<file path="src/rtl/char_console_writer.sv">
// char_console_writer: turns an ASCII byte stream into character RAM
// writes, tracking a row/column cursor and clearing lines and screen.
module char_console_writer #(
   parameter int         COLS  = 80,
   parameter int         ROWS  = 25,
   parameter logic [7:0] BLANK = 8'h20
) (
   input  logic        CLK,
   input  logic        RST_N,
   input  logic [7:0]  char_data,
   input  logic        char_valid,
   output logic        char_ready,
   output logic [10:0] write_character_pos,
   output logic [7:0]  write_character,
   output logic        write_strobe,
   output logic [10:0] cursor_pos,
   output logic        busy
);

   localparam logic [10:0] NCOLS    = 11'(COLS);
   localparam logic [10:0] LAST_COL = 11'(COLS - 1);
   localparam logic [10:0] LAST_ROW = 11'(ROWS - 1);
   localparam logic [10:0] LAST_ALL = 11'(COLS * ROWS - 1);

   typedef enum logic [1:0] {
      S_CLEAR_ALL,
      S_IDLE,
      S_CLEAR_LINE
   } state_t;

   state_t      state_q, state_d;
   logic [10:0] cnt_q, cnt_d;
   logic [10:0] col_q, col_d;
   logic [10:0] row_q, row_d;
   logic [10:0] base_q, base_d;
   logic [10:0] pos_q, pos_d;
   logic [7:0]  data_q, data_d;
   logic        strobe_q, strobe_d;
   logic        ready_q, ready_d;
   logic        busy_q, busy_d;

   logic        take;
   logic        is_print, is_lf, is_cr, is_bs, is_ff;
   logic [10:0] nrow, nbase;

   assign take     = char_valid & ready_q;
   assign is_print = (char_data >= 8'h20) && (char_data <= 8'h7E);
   assign is_lf    = (char_data == 8'h0A);
   assign is_cr    = (char_data == 8'h0D);
   assign is_bs    = (char_data == 8'h08);
   assign is_ff    = (char_data == 8'h0C);

   // Next row and its base address; no scroll, the bottom row wraps to the top.
   always_comb begin
      nrow  = row_q + 11'd1;
      nbase = base_q + NCOLS;
      if (row_q == LAST_ROW) begin
         nrow  = '0;
         nbase = '0;
      end
   end

   always_comb begin
      state_d  = state_q;
      cnt_d    = cnt_q;
      col_d    = col_q;
      row_d    = row_q;
      base_d   = base_q;
      pos_d    = pos_q;
      data_d   = data_q;
      strobe_d = 1'b0;

      unique case (state_q)
         S_CLEAR_ALL: begin
            strobe_d = 1'b1;
            pos_d    = base_q + cnt_q;
            data_d   = BLANK;
            if (cnt_q == LAST_ALL) begin
               cnt_d   = '0;
               col_d   = '0;
               row_d   = '0;
               base_d  = '0;
               state_d = S_IDLE;
            end else begin
               cnt_d = cnt_q + 11'd1;
            end
         end

         S_CLEAR_LINE: begin
            strobe_d = 1'b1;
            pos_d    = base_q + cnt_q;
            data_d   = BLANK;
            if (cnt_q == LAST_COL) begin
               cnt_d   = '0;
               state_d = S_IDLE;
            end else begin
               cnt_d = cnt_q + 11'd1;
            end
         end

         S_IDLE: begin
            if (take) begin
               unique case (1'b1)
                  is_print: begin
                     strobe_d = 1'b1;
                     pos_d    = base_q + col_q;
                     data_d   = char_data;
                     if (col_q == LAST_COL) begin
                        col_d   = '0;
                        row_d   = nrow;
                        base_d  = nbase;
                        cnt_d   = '0;
                        state_d = S_CLEAR_LINE;
                     end else begin
                        col_d = col_q + 11'd1;
                     end
                  end
                  is_lf: begin
                     col_d   = '0;
                     row_d   = nrow;
                     base_d  = nbase;
                     cnt_d   = '0;
                     state_d = S_CLEAR_LINE;
                  end
                  is_cr: begin
                     col_d = '0;
                  end
                  is_bs: begin
                     if (col_q != '0) begin
                        col_d    = col_q - 11'd1;
                        strobe_d = 1'b1;
                        pos_d    = base_q + col_q - 11'd1;
                        data_d   = BLANK;
                     end
                  end
                  is_ff: begin
                     cnt_d   = '0;
                     col_d   = '0;
                     row_d   = '0;
                     base_d  = '0;
                     state_d = S_CLEAR_ALL;
                  end
                  default: begin
                  end
               endcase
            end
         end

         default: begin
            state_d = S_CLEAR_ALL;
            cnt_d   = '0;
            col_d   = '0;
            row_d   = '0;
            base_d  = '0;
         end
      endcase

      // Ready only once a full cycle has been spent settled in IDLE,
      // so it rises the cycle after the last clear strobe.
      ready_d = (state_q == S_IDLE) && (state_d == S_IDLE);
      busy_d  = !ready_d;
   end

   always_ff @(posedge CLK) begin
      if (!RST_N) begin
         state_q  <= S_CLEAR_ALL;
         cnt_q    <= '0;
         col_q    <= '0;
         row_q    <= '0;
         base_q   <= '0;
         pos_q    <= '0;
         data_q   <= BLANK;
         strobe_q <= 1'b0;
         ready_q  <= 1'b0;
         busy_q   <= 1'b1;
      end else begin
         state_q  <= state_d;
         cnt_q    <= cnt_d;
         col_q    <= col_d;
         row_q    <= row_d;
         base_q   <= base_d;
         pos_q    <= pos_d;
         data_q   <= data_d;
         strobe_q <= strobe_d;
         ready_q  <= ready_d;
         busy_q   <= busy_d;
      end
   end

   assign char_ready          = ready_q;
   assign busy                = busy_q;
   assign write_strobe        = strobe_q;
   assign write_character_pos = pos_q;
   assign write_character     = data_q;
   assign cursor_pos          = base_q + col_q;

endmodule

</file>
<file path="config.mk">
export PLATFORM = sky130hd
export DESIGN_NAME = char_console_writer
export DESIGN_NICKNAME = d
export VERILOG_FILES = /design/src/rtl/char_console_writer.sv
export SDC_FILE = /design/constraint.sdc
export NUM_CORES = 1
export LEC_CHECK = 0
export ABC_AREA = 1
export BUFFER_PORTS_ARGS = -buffer_cell sky130_fd_sc_hd__buf_4
export CORE_MARGIN = 3
export CORE_UTILIZATION = 45
export DETAILED_ROUTE_END_ITERATION = 12
export PLACE_DENSITY_LB_ADDON = 0.25
export SLEW_MARGIN = 25
export SYNTH_ARGS = -nofsm -noshare
export SYNTH_HDL_FRONTEND = slang
export SYNTH_SLANG_ARGS = --single-unit
export TNS_END_PERCENT = 50
</file>
<file path="constraint.sdc">
create_clock -name CLK -period 1.6 [get_ports CLK]
set_input_delay 0.32 -clock CLK [delete_from_list [all_inputs] [get_ports CLK]]
set_output_delay 0.32 -clock CLK [all_outputs]
set_load 0.02 [all_outputs]
</file>
==> impl_metrics.json <==
{
  "fin_crit_sh_pct": 126,
  "timing.rr.start": "base_q[5]$_SDFFE_PN0P_",
  "ys_seq_elements": 64,
  "dr.pass1.iters": 10,
  "place_hpwl_um": 11800,
  "drive_gt1_share_pct": 42.5,
  "cts_tree": "done",
  "power.share.sequential_pct": 27.3,
  "grt_pass1_vias": 5697,
  "power_frac_comb_pct": 54.5,
  "synth_warnings": 0,
  "nFillCells": 796,
  "grt_max_degree": 34,
  "synth-seq-area-share_pct": 26.2,
  "wl_per_cell_um": 16.0,
  "fin_ws_ns": -0.417,
  "die-area_um2": 12100,
  "power.density_nw_per_um2": 951,
  "max_freq_mhz": 496,
  "antennaDiodeCount": 0,
  "maxSlewViolCount": 0,
  "finalHoldViolCount": 0,
  "nets": 980,
  "place_inst": 1039,
  "path_clk_slew_ns": 0.07,
  "intPower_mw": 4.12,
  "drt-initial-drc-count": 449,
  "start_kind": "register",
  "vias_per_cell": 5.50,
  "grt-ovfl-total": 0,
  "finalWirelength_um": 17400,
  "fp.dieH_um": 110,
  "hp-class": "in2reg",
  "num_vias": 5986,
  "setup_viol": 70,
  "clock_sinks": 64,
  "num_rows": 37,
  "core_area_um2": 10500,
  "worstSetupStartpoint": "base_q[5]$_SDFFE_PN0P_",
  "ant_nets": 0,
  "rrSetupSlack_ns": -0.31,
  "die_x_um": 110,
  "cts_made_buffers": 9,
  "grt_use_total_pct": 28.5,
  "drv_cap": 0,
  "finalNonFillerCells": 1088,
  "synth_ff_type": "dfxtp_1",
  "finalInstanceArea_um2": 7520,
  "r2r_end": "write_character_pos[10]$_SDFFE_PN0P_",
  "cts_buffer_depth": 2,
  "io_buffers": 43,
  "vdd_drop_max_mv": 0.895,
  "grt_pass1_wl_um": 27200,
  "endpoint": "cursor_pos[10]",
  "end_kind": "primary output",
  "htree_levels": 3,
  "avgSynthCellArea_um2": 6.42,
  "gp_congestion": 0.921,
  "io_pins": 44,
  "place_area_um2": 6390,
  "initial_utilization_pct": 46.7,
  "synth_nets": 794,
  "violations": "setup timing",
  "clockPowerShare_pct": 18.2,
  "syn_inst": 762,
  "post-route-drc-count": 0,
  "critical_path_class": "reg2out",
  "crit_arrival_ns": 1.70,
  "synthArstFlopShare_pct": 0,
  "rsz0062_at_grt": "true",
  "synth_cell_type_count": 48,
  "period_needed_ns": 2.02,
  "worstPathMaxFanout": 4,
  "synth_edf_count": 0,
  "swShare_pct": 42.4,
  "rr_worst_depth": 15,
  "insertion_delay_ns": 0.37,
  "syn_area_um2": 4890,
  "status": "complete, but fails checks",
  "leakage_nw": 3.30,
  "p_switching_mw": 3.03,
  "slew_headroom_pct": 66.7,
  "worst_slew_pin_slew_ns": 0.495,
  "antenna_found_initial": 0,
  "cp_data_required_time_ns": 1.28,
  "root_buffer": "clkbuf_8",
  "clock_skew_ns": 0.0103,
  "syn_to_final_growth_pct": 53.8
}
## sequential cells by signal, indices dropped and copies added (netlist names)
signal               count
row_q                   11
base_q                   7
col_q                   11
cnt_q                   11
char_ready               1
write_character          8
busy                     1
write_character_pos     11
state_q                  2
write_strobe             1
## per-stage QoR
stage	hold slack, ns	total power [mW]	utilization, %	TNS, ns	worst slack, ns
after global routing	0.249	7.52	71.9	-17.27	-0.540
after detailed placement	0.431	4.84	61.1	-8.28	-0.239
after CTS	0.232	6.85	69.2	-8.94	-0.388
after global placement	0.428	4.77	61.1	-5.62	-0.191
final	0.237	7.15	71.9	-11.18	-0.417
after floorplan	0.470	3.72	-	-0.00823	-0.00730
## power by group through the flow
stage	registers, mW	logic (mW)	clock network (mW)
2_1_floorplan	2.11	1.61	0
3_3_place_gp	1.98	2.79	0
3_5_place_dp	1.99	2.85	0
4_1_cts	1.95	3.57	1.33
5_1_grt	1.97	4.15	1.39
6_report	1.96	3.90	1.30
## routing by layer
| metal | up-vias | GRT usage, % | wire length (µm) | share of wire [%] |
|---|---|---|---|---|
| li1 | 2897 | - | - | - |
| met1 | 2778 | 37.6 | 7460 | 43 |
| met2 | 259 | 46.8 | 8130 | 47 |
| met3 | 52 | 3.32 | 1250 | 7.2 |
| met4 | 0 | 12.8 | 559 | 3.2 |
| met5 | - | 0 | 0 | 0 |
## cell usage after synthesis (17+ instances only)
library cell | number | area (µm²)
nand2_1 | 176 | 661
o21ai_0 | 29 | 145
a21oi_1 | 66 | 330
nor2_1 | 71 | 267
nand3_1 | 75 | 375
ha_1 | 21 | 263
dfxtp_1 | 64 | 1280
nor3_1 | 24 | 120
o21ai_1 | 17 | 85.1
xor2_1 | 22 | 193
inv_1 | 63 | 236
nand4_1 | 18 | 113
## worst min path at each step
stage | from | to | slack, ns | cells after the start
floorplan | row_q[4]$_SDFFE_PN0P_ | row_q[4]$_SDFFE_PN0P_ | 0.47 | 2
global placement | write_character[7]$_SDFFE_PN0P_ | write_character[7]$_SDFFE_PN0P_ | 0.43 | 2
detailed placement | write_character[7]$_SDFFE_PN0P_ | write_character[7]$_SDFFE_PN0P_ | 0.43 | 2
CTS | char_data[4] | write_character[4]$_SDFFE_PN0P_ | 0.23 | 3
global route | char_data[4] | write_character[4]$_SDFFE_PN0P_ | 0.25 | 3
finish | char_data[4] | write_character[4]$_SDFFE_PN0P_ | 0.24 | 3
## cells in the final DEF (no fill, tap or decap), drive strengths merged, types with 2 or more instances in the layout
cell type / Yosys / layout
buf: 22 / 202
nand2: 183 / 183
nor2: 87 / 87
inv: 76 / 81
nand3: 79 / 79
a21oi: 67 / 67
dfxtp: 64 / 64
o21ai: 48 / 48
nor3: 24 / 24
xor2: 22 / 22
ha: 21 / 21
nand4: 19 / 19
clkbuf: 11 / 12
or2: 8 / 8
o211ai: 6 / 6
nand3b: 5 / 5
xnor2: 4 / 4
a31oi: 3 / 3
clkinv: 1 / 3
o22ai: 2 / 2
clkinvlp: 0 / 2
## cell type report
class | instances | area [µm²] | share of cell area, %
multi-input cells | 588 | 3800 | 50.5
repair buffers | 202 | 1690 | 22.4
flip-flops and latches | 64 | 1320 | 17.6
inverters | 77 | 319 | 4.24
well taps | 136 | 170 | 2.26
clock buffers | 12 | 155 | 2.06
repair inverters | 6 | 48.8 | 0.649
clock inverters | 3 | 17.5 | 0.233
## critical path: stages (launching register included)
cell     delay, ns
dfxtp_4       0.36
ha_4          0.29
nand2_4       0.05
nand2_4       0.09
inv_2         0.04
o21ai_2       0.07
nand2_1       0.09
nand2_1       0.07
nand2_1       0.06
nand2_2       0.09
buf_6         0.12
## kinds of logic (layout without fill, tap and decap cells)
| kind of cell | Yosys count | count (layout) | share of synthesized area (%) |
|---|---|---|---|
| xor+xnor | 26 | 26 | 4.66 |
| compound gates | 134 | 134 | 15.1 |
| flops | 64 | 64 | 26.2 |
| buf+inv | 110 | 300 | 10.0 |
| other cells | 1 | 1 | 0.0767 |
| simple gates | 406 | 406 | 38.6 |
| fa+ha+maj | 21 | 21 | 5.37 |
## what timing repair did
item                                    in CTS  in global routing
pin swaps                                   44                 25
endpoints found under the setup margin      69                 71
gates resized for setup                    125                 67
gates cloned                                 8                  1
hold buffers                                 0                  0
buffers inserted                            22                  3
Note: power is estimated with default switching activity, not from simulation.
